==> config.mk <==
export PLATFORM = sky130hd
export DESIGN_NAME = arbitro_escrita_banco_reg
export DESIGN_NICKNAME = d
export VERILOG_FILES = /design/src/rtl/banco_reg_pkg.sv /design/src/rtl/arbitro_escrita_banco_reg_placar.sv /design/src/rtl/arbitro_escrita_banco_reg.sv
export SDC_FILE = /design/constraint.sdc
export NUM_CORES = 1
export LEC_CHECK = 0
export ABC_CLOCK_PERIOD_IN_PS = 1660
export CORE_ASPECT_RATIO = 1.1
export CORE_UTILIZATION = 36
export CTS_CLUSTER_DIAMETER = 40
export DETAILED_ROUTE_END_ITERATION = 6
export PLACE_DENSITY_LB_ADDON = 0.1
export REMOVE_ABC_BUFFERS = 1
export SETUP_SLACK_MARGIN = 0.02
export SLEW_MARGIN = 0
export SYNTH_ARGS = -nofsm -noshare
export SYNTH_HDL_FRONTEND = slang
export SYNTH_SLANG_ARGS = --single-unit
==> constraint.sdc <==
create_clock -name clk -period 1.66 [get_ports clk]
set_input_delay 0.415 -clock clk [delete_from_list [all_inputs] [get_ports clk]]
set_output_delay 0.415 -clock clk [all_outputs]
set_load 0.02 [all_outputs]
==> src/rtl/banco_reg_pkg.sv <==
// Constants shared by banco_reg and its write-port arbiter, plus the
// round-robin pointer encoding.
package banco_reg_pkg;
  localparam int LARG_END  = 5;
  localparam int LARG_DADO = 64;
  localparam int NUM_REGS  = 1 << LARG_END;

  typedef enum logic {
    PRIO_A = 1'b0,
    PRIO_B = 1'b1
  } prio_e;
endpackage

==> src/rtl/arbitro_escrita_banco_reg_placar.sv <==
// placar_reg: scoreboard of registers with a pending write. Decode sets a
// bit when it reserves a destination; the committed write clears it. A set
// and a clear of the same register on one edge leaves it set, because the
// reservation belongs to a newer instruction. x0 is never tracked.
module placar_reg #(
  parameter int NUM_REGS = 32,
  parameter int LARG_END = 5
) (
  input  logic                clk,
  input  logic                reset,
  input  logic                set_en,
  input  logic [LARG_END-1:0] set_reg,
  input  logic                clr_en,
  input  logic [LARG_END-1:0] clr_reg,
  output logic [NUM_REGS-1:0] ocupado
);
  logic [NUM_REGS-1:0] ocupado_q, ocupado_d;

  // next state: clear first, then set so a new reservation wins
  always_comb begin
    ocupado_d = ocupado_q;
    if (clr_en) ocupado_d[clr_reg] = 1'b0;
    if (set_en) ocupado_d[set_reg] = 1'b1;
    ocupado_d[0] = 1'b0;
  end

  // scoreboard register
  always_ff @(posedge clk) begin
    if (reset) ocupado_q <= '0;
    else       ocupado_q <= ocupado_d;
  end

  assign ocupado = ocupado_q;
endmodule

==> src/rtl/arbitro_escrita_banco_reg.sv <==
// arbitro_escrita_banco_reg: shares the single banco_reg write port between
// writeback requesters A (ALU) and B (load). Round-robin grant, registered
// write drive, pending-destination scoreboard for decode.
// Optional: ARBITRO_ESTAT_EN adds handshake / conflict counters.
module arbitro_escrita_banco_reg #(
  parameter int NUM_REGS  = banco_reg_pkg::NUM_REGS,
  parameter int LARG_END  = banco_reg_pkg::LARG_END,
  parameter int LARG_DADO = banco_reg_pkg::LARG_DADO
) (
  input  logic                 clk,
  input  logic                 reset,
  input  logic                 a_valid,
  output logic                 a_ready,
  input  logic [LARG_END-1:0]  a_regd,
  input  logic [LARG_DADO-1:0] a_din,
  input  logic                 b_valid,
  output logic                 b_ready,
  input  logic [LARG_END-1:0]  b_regd,
  input  logic [LARG_DADO-1:0] b_din,
  input  logic                 reserva_valid,
  input  logic [LARG_END-1:0]  reserva_reg,
  output logic [NUM_REGS-1:0]  ocupado,
`ifdef ARBITRO_ESTAT_EN
  output logic [31:0]          cont_a,
  output logic [31:0]          cont_b,
  output logic [31:0]          cont_conflito,
`endif
  output logic                 permisao_escrita,
  output logic [LARG_END-1:0]  regd,
  output logic [LARG_DADO-1:0] din
);
  import banco_reg_pkg::*;

  prio_e                ptr_q, ptr_d;
  logic                 grant_a, grant_b;
  logic [LARG_END-1:0]  win_regd;
  logic [LARG_DADO-1:0] win_din;
  logic                 perm_q, perm_d;
  logic [LARG_END-1:0]  regd_q, regd_d;
  logic [LARG_DADO-1:0] din_q, din_d;

  // grant: lone requester wins, pointer breaks ties; nothing during reset
  always_comb begin
    grant_a = !reset && a_valid && (!b_valid || (ptr_q == PRIO_A));
    grant_b = !reset && b_valid && !grant_a;
  end

  assign a_ready = grant_a;
  assign b_ready = grant_b;

  // pointer moves past whoever was just served; holds when idle
  always_comb begin
    ptr_d = ptr_q;
    if (grant_a)      ptr_d = PRIO_B;
    else if (grant_b) ptr_d = PRIO_A;
  end

  // output stage next state; x0 writes are handshaken but never driven
  always_comb begin
    win_regd = grant_a ? a_regd : b_regd;
    win_din  = grant_a ? a_din  : b_din;
    perm_d   = (grant_a || grant_b) && (win_regd != '0);
    regd_d   = perm_d ? win_regd : regd_q;
    din_d    = perm_d ? win_din  : din_q;
  end

  // pointer and output stage registers; reset drops any in-flight write
  always_ff @(posedge clk) begin
    if (reset) begin
      ptr_q  <= PRIO_A;
      perm_q <= 1'b0;
      regd_q <= '0;
      din_q  <= '0;
    end else begin
      ptr_q  <= ptr_d;
      perm_q <= perm_d;
      regd_q <= regd_d;
      din_q  <= din_d;
    end
  end

  assign permisao_escrita = perm_q;
  assign regd             = regd_q;
  assign din              = din_q;

  // a write clears its scoreboard bit on the edge banco_reg commits it
  placar_reg #(
    .NUM_REGS (NUM_REGS),
    .LARG_END (LARG_END)
  ) u_placar (
    .clk     (clk),
    .reset   (reset),
    .set_en  (reserva_valid),
    .set_reg (reserva_reg),
    .clr_en  (perm_q),
    .clr_reg (regd_q),
    .ocupado (ocupado)
  );

`ifdef ARBITRO_ESTAT_EN
  logic [31:0] cont_a_q, cont_a_d;
  logic [31:0] cont_b_q, cont_b_d;
  logic [31:0] cont_conf_q, cont_conf_d;

  // counters wrap naturally at 2^32
  always_comb begin
    cont_a_d    = cont_a_q    + 32'(grant_a);
    cont_b_d    = cont_b_q    + 32'(grant_b);
    cont_conf_d = cont_conf_q + 32'(a_valid && b_valid);
  end

  // statistics registers
  always_ff @(posedge clk) begin
    if (reset) begin
      cont_a_q    <= '0;
      cont_b_q    <= '0;
      cont_conf_q <= '0;
    end else begin
      cont_a_q    <= cont_a_d;
      cont_b_q    <= cont_b_d;
      cont_conf_q <= cont_conf_d;
    end
  end

  assign cont_a        = cont_a_q;
  assign cont_b        = cont_b_q;
  assign cont_conflito = cont_conf_q;
`endif
endmodule

==> results.cfg <==
[clock_tree]
numCtsBuffers = 9
cts_htree_levels = 3
clock-sinks = 102
clock_latency_ps = 340
hold_buffers = 0
cts_tree = built
clk_path_buf_depth = 2
root_buffer = clkbuf_16
clkSlewWorstSetupHoldPaths_ps = 70

[placed_design]
gp_congestion = 0.846
dpl.hpwl_um = 11500
port_buffers = 250
dp.cells = 906
detailedPlace.worstSlack_ps = -730

[routing]
drt_iter0_drc = 205
route.detailed.vias_per_inst = 4.95
first_pass_iters = 6
ant_nets = 0
route.detailed.drc = 8
wl_per_cell_um = 16.7
vias = 4621
drt_wl_total_um = 15600

[synth]
ys_seq_area_frac = 0.427
syn_avg_cell_area_um2 = 9.71
ys_top_cells_by_area = dfxtp_1 43%, mux2i_1 27%, nand2b_1 8.4%
yosys_warnings = 0
synth.top_cell.area_share = 0.427
synthCells = 492
syn-cell-area_mm2 = 0.00478
ys_seq_elements = 102
synth_top_area_cell = dfxtp_1
synth.distinct_cells = 33

[timing]
rsz0062_at_grt = true
setup_tns_ps = 0
fin_crit_sh = 0.982
min_period_ps = 1630
finClkSkew_ps = 7.22
setup_violations = 0
relSlewSlack = 0.633
drv_slew = 0
final_hold_viol_count = 0
fmax_ghz = 0.613
fin_ws_ps = 29.4
whs_ps = 448
tightest_slew_ps = 550

[run_status]
status = finished, violations left
violations = DRC

[setup_path]
cp-start-kind = primary input
r2r_cells = 8
rrSetupSlack_ps = 80
arrival_ps = 1860
cp.required_ps = 1890
critPathKind = primary input to register
r2r-start = ptr_q
endpoint_kind = register
crit_fanout = 5
rr_endpoint = din[38]

[floorplan]
initial_core_util = 0.375
ios = 252
placementRows = 43
die-area_mm2 = 0.0137
die_x_um = 112
die_y_um = 123
core_area_mm2 = 0.0128

[global_routing]
grt_usage = 0.227
grt-ovfl-total = 0
grt_pass1_vias = 4728
grt_pass1_wl_um = 24100
grt_max_degree = 58
antenna_found_initial = 0

[finish]
layout_commonest_cell = clkdlybuf4s50_1
layout-drive-gt1-share = 0.115
mostFrequentLayoutCells = 134 x clkdlybuf4s50_1, 130 x mux2i_1, 103 x dlygate4sd2_1
fin_util = 0.633
final_cells = 934
seq_area_mm2 = 0.00205
diodes = 0
area_growth_syn_to_layout_pct = 69.0
fillCellCount = 1132
multi_input_area_mm2 = 0.00262
fin_nets = 920

[power]
power.density_mw_per_mm2 = 834
leakage_nw = 3.88
ir_worst_vdd_v = 0.000646

[min_path]
min_to = regd[1]
hold_depth = 4
min-delay-start = a_regd[0]
min_path_type = primary input to register

[flow_run]
drv_cap = 0
==> layer usage <==
metal,global-route usage,wire [um]
met4,0.0684,147
met1,0.254,6180
met3,0.0617,1130
met5,0,0
met2,0.420,8140
==> logic make-up after synthesis <==
logic type      count (synthesis)  synth area share
flops                         102             0.427
compound gates                 81            0.0964
simple gates                  142             0.163
mux                           131             0.274
other cells                     1          0.000785
buf+inv                        35            0.0377
==> registers in the layout, summed over array words and instances, names as in the netlist <==
register          cells
permisao_escrita      1
din                  64
ptr_q                 1
u_placar.ocupado     31
regd                  5
==> power by group <==
group / leakage [nW] / internal, mW / switching [mW]
logic: 2.89 / 0.992 / 0.942
registers: 0.845 / 2.68 / 0.127
clock network: 0.137 / 1.04 / 0.958
total: 3.88 / 4.71 / 2.03
==> cell type report <==
class,instances,share of cell area
Clock buffer,9,0.0279
Sequential cell,102,0.253
Tap cell,157,0.0243
Timing Repair Buffer,299,0.360
Multi-Input combinational cell,355,0.325
Clock inverter,7,0.00697
Inverter,5,0.00263
==> cell usage after synthesis <==
cell type  instances
a211oi_1           2
nor3_1             2
o32ai_1            3
o2111ai_1          2
a21o_1             1
or4_1              2
and3_1             2
dfxtp_1          102
inv_1              5
o21ai_0           33
nand2b_1          64
buf_1              1
nor2b_1            2
clkbuf_1          17
nand3b_1           4
nand3_1            9
buf_6              5
o31ai_2            1
o21bai_1           1
a21oi_1           35
nor2_1             9
and3b_1            3
buf_2              6
nor3b_1            4
o311ai_2           1
mux2i_1          131
a21oi_2            1
or3b_2             1
buf_4              1
conb_1             1
a2111oi_0          1
or3_1              2
nand2_1           38
==> worst max path at each step <==
stage | from | endpoint | slack, ps | depth (start not counted)
finish | a_regd[0] | din[48] | 30 | 8
global route | a_regd[0] | din[62] | -10 | 8
CTS | a_regd[1] | din[26] | -20 | 8
detailed placement | b_valid | din[26] | -730 | 7
global placement | b_valid | a_ready | -670 | 5
floorplan | b_valid | din[0] | -6350 | 5
==> metrics by stage <==
| step | instance area [um2] | power, mW |
|---|---|---|
| floorplan | 4620 | 3.76 |
| global placement | 7620 | 4.79 |
| detailed placement | 7620 | 4.82 |
| CTS | 8110 | 6.84 |
| global route | 8080 | 7.04 |
| finish | 8080 | 6.74 |
==> critical path, cell delays in order <==
cell      delay (ps)
buf_6             90
or3_4            400
o311ai_4         270
o31ai_4          140
buf_12           160
buf_12           120
buf_12           130
mux2i_1          120
==> what timing repair did <==
item | in CTS | in global routing
cloned | 7 | 0
setup buffers | 6 | 4
endpoints found under the setup margin | 172 | 59
pin swaps | 7 | 6
gates resized for setup | 178 | 11
Power figures use the tool's default switching activity.
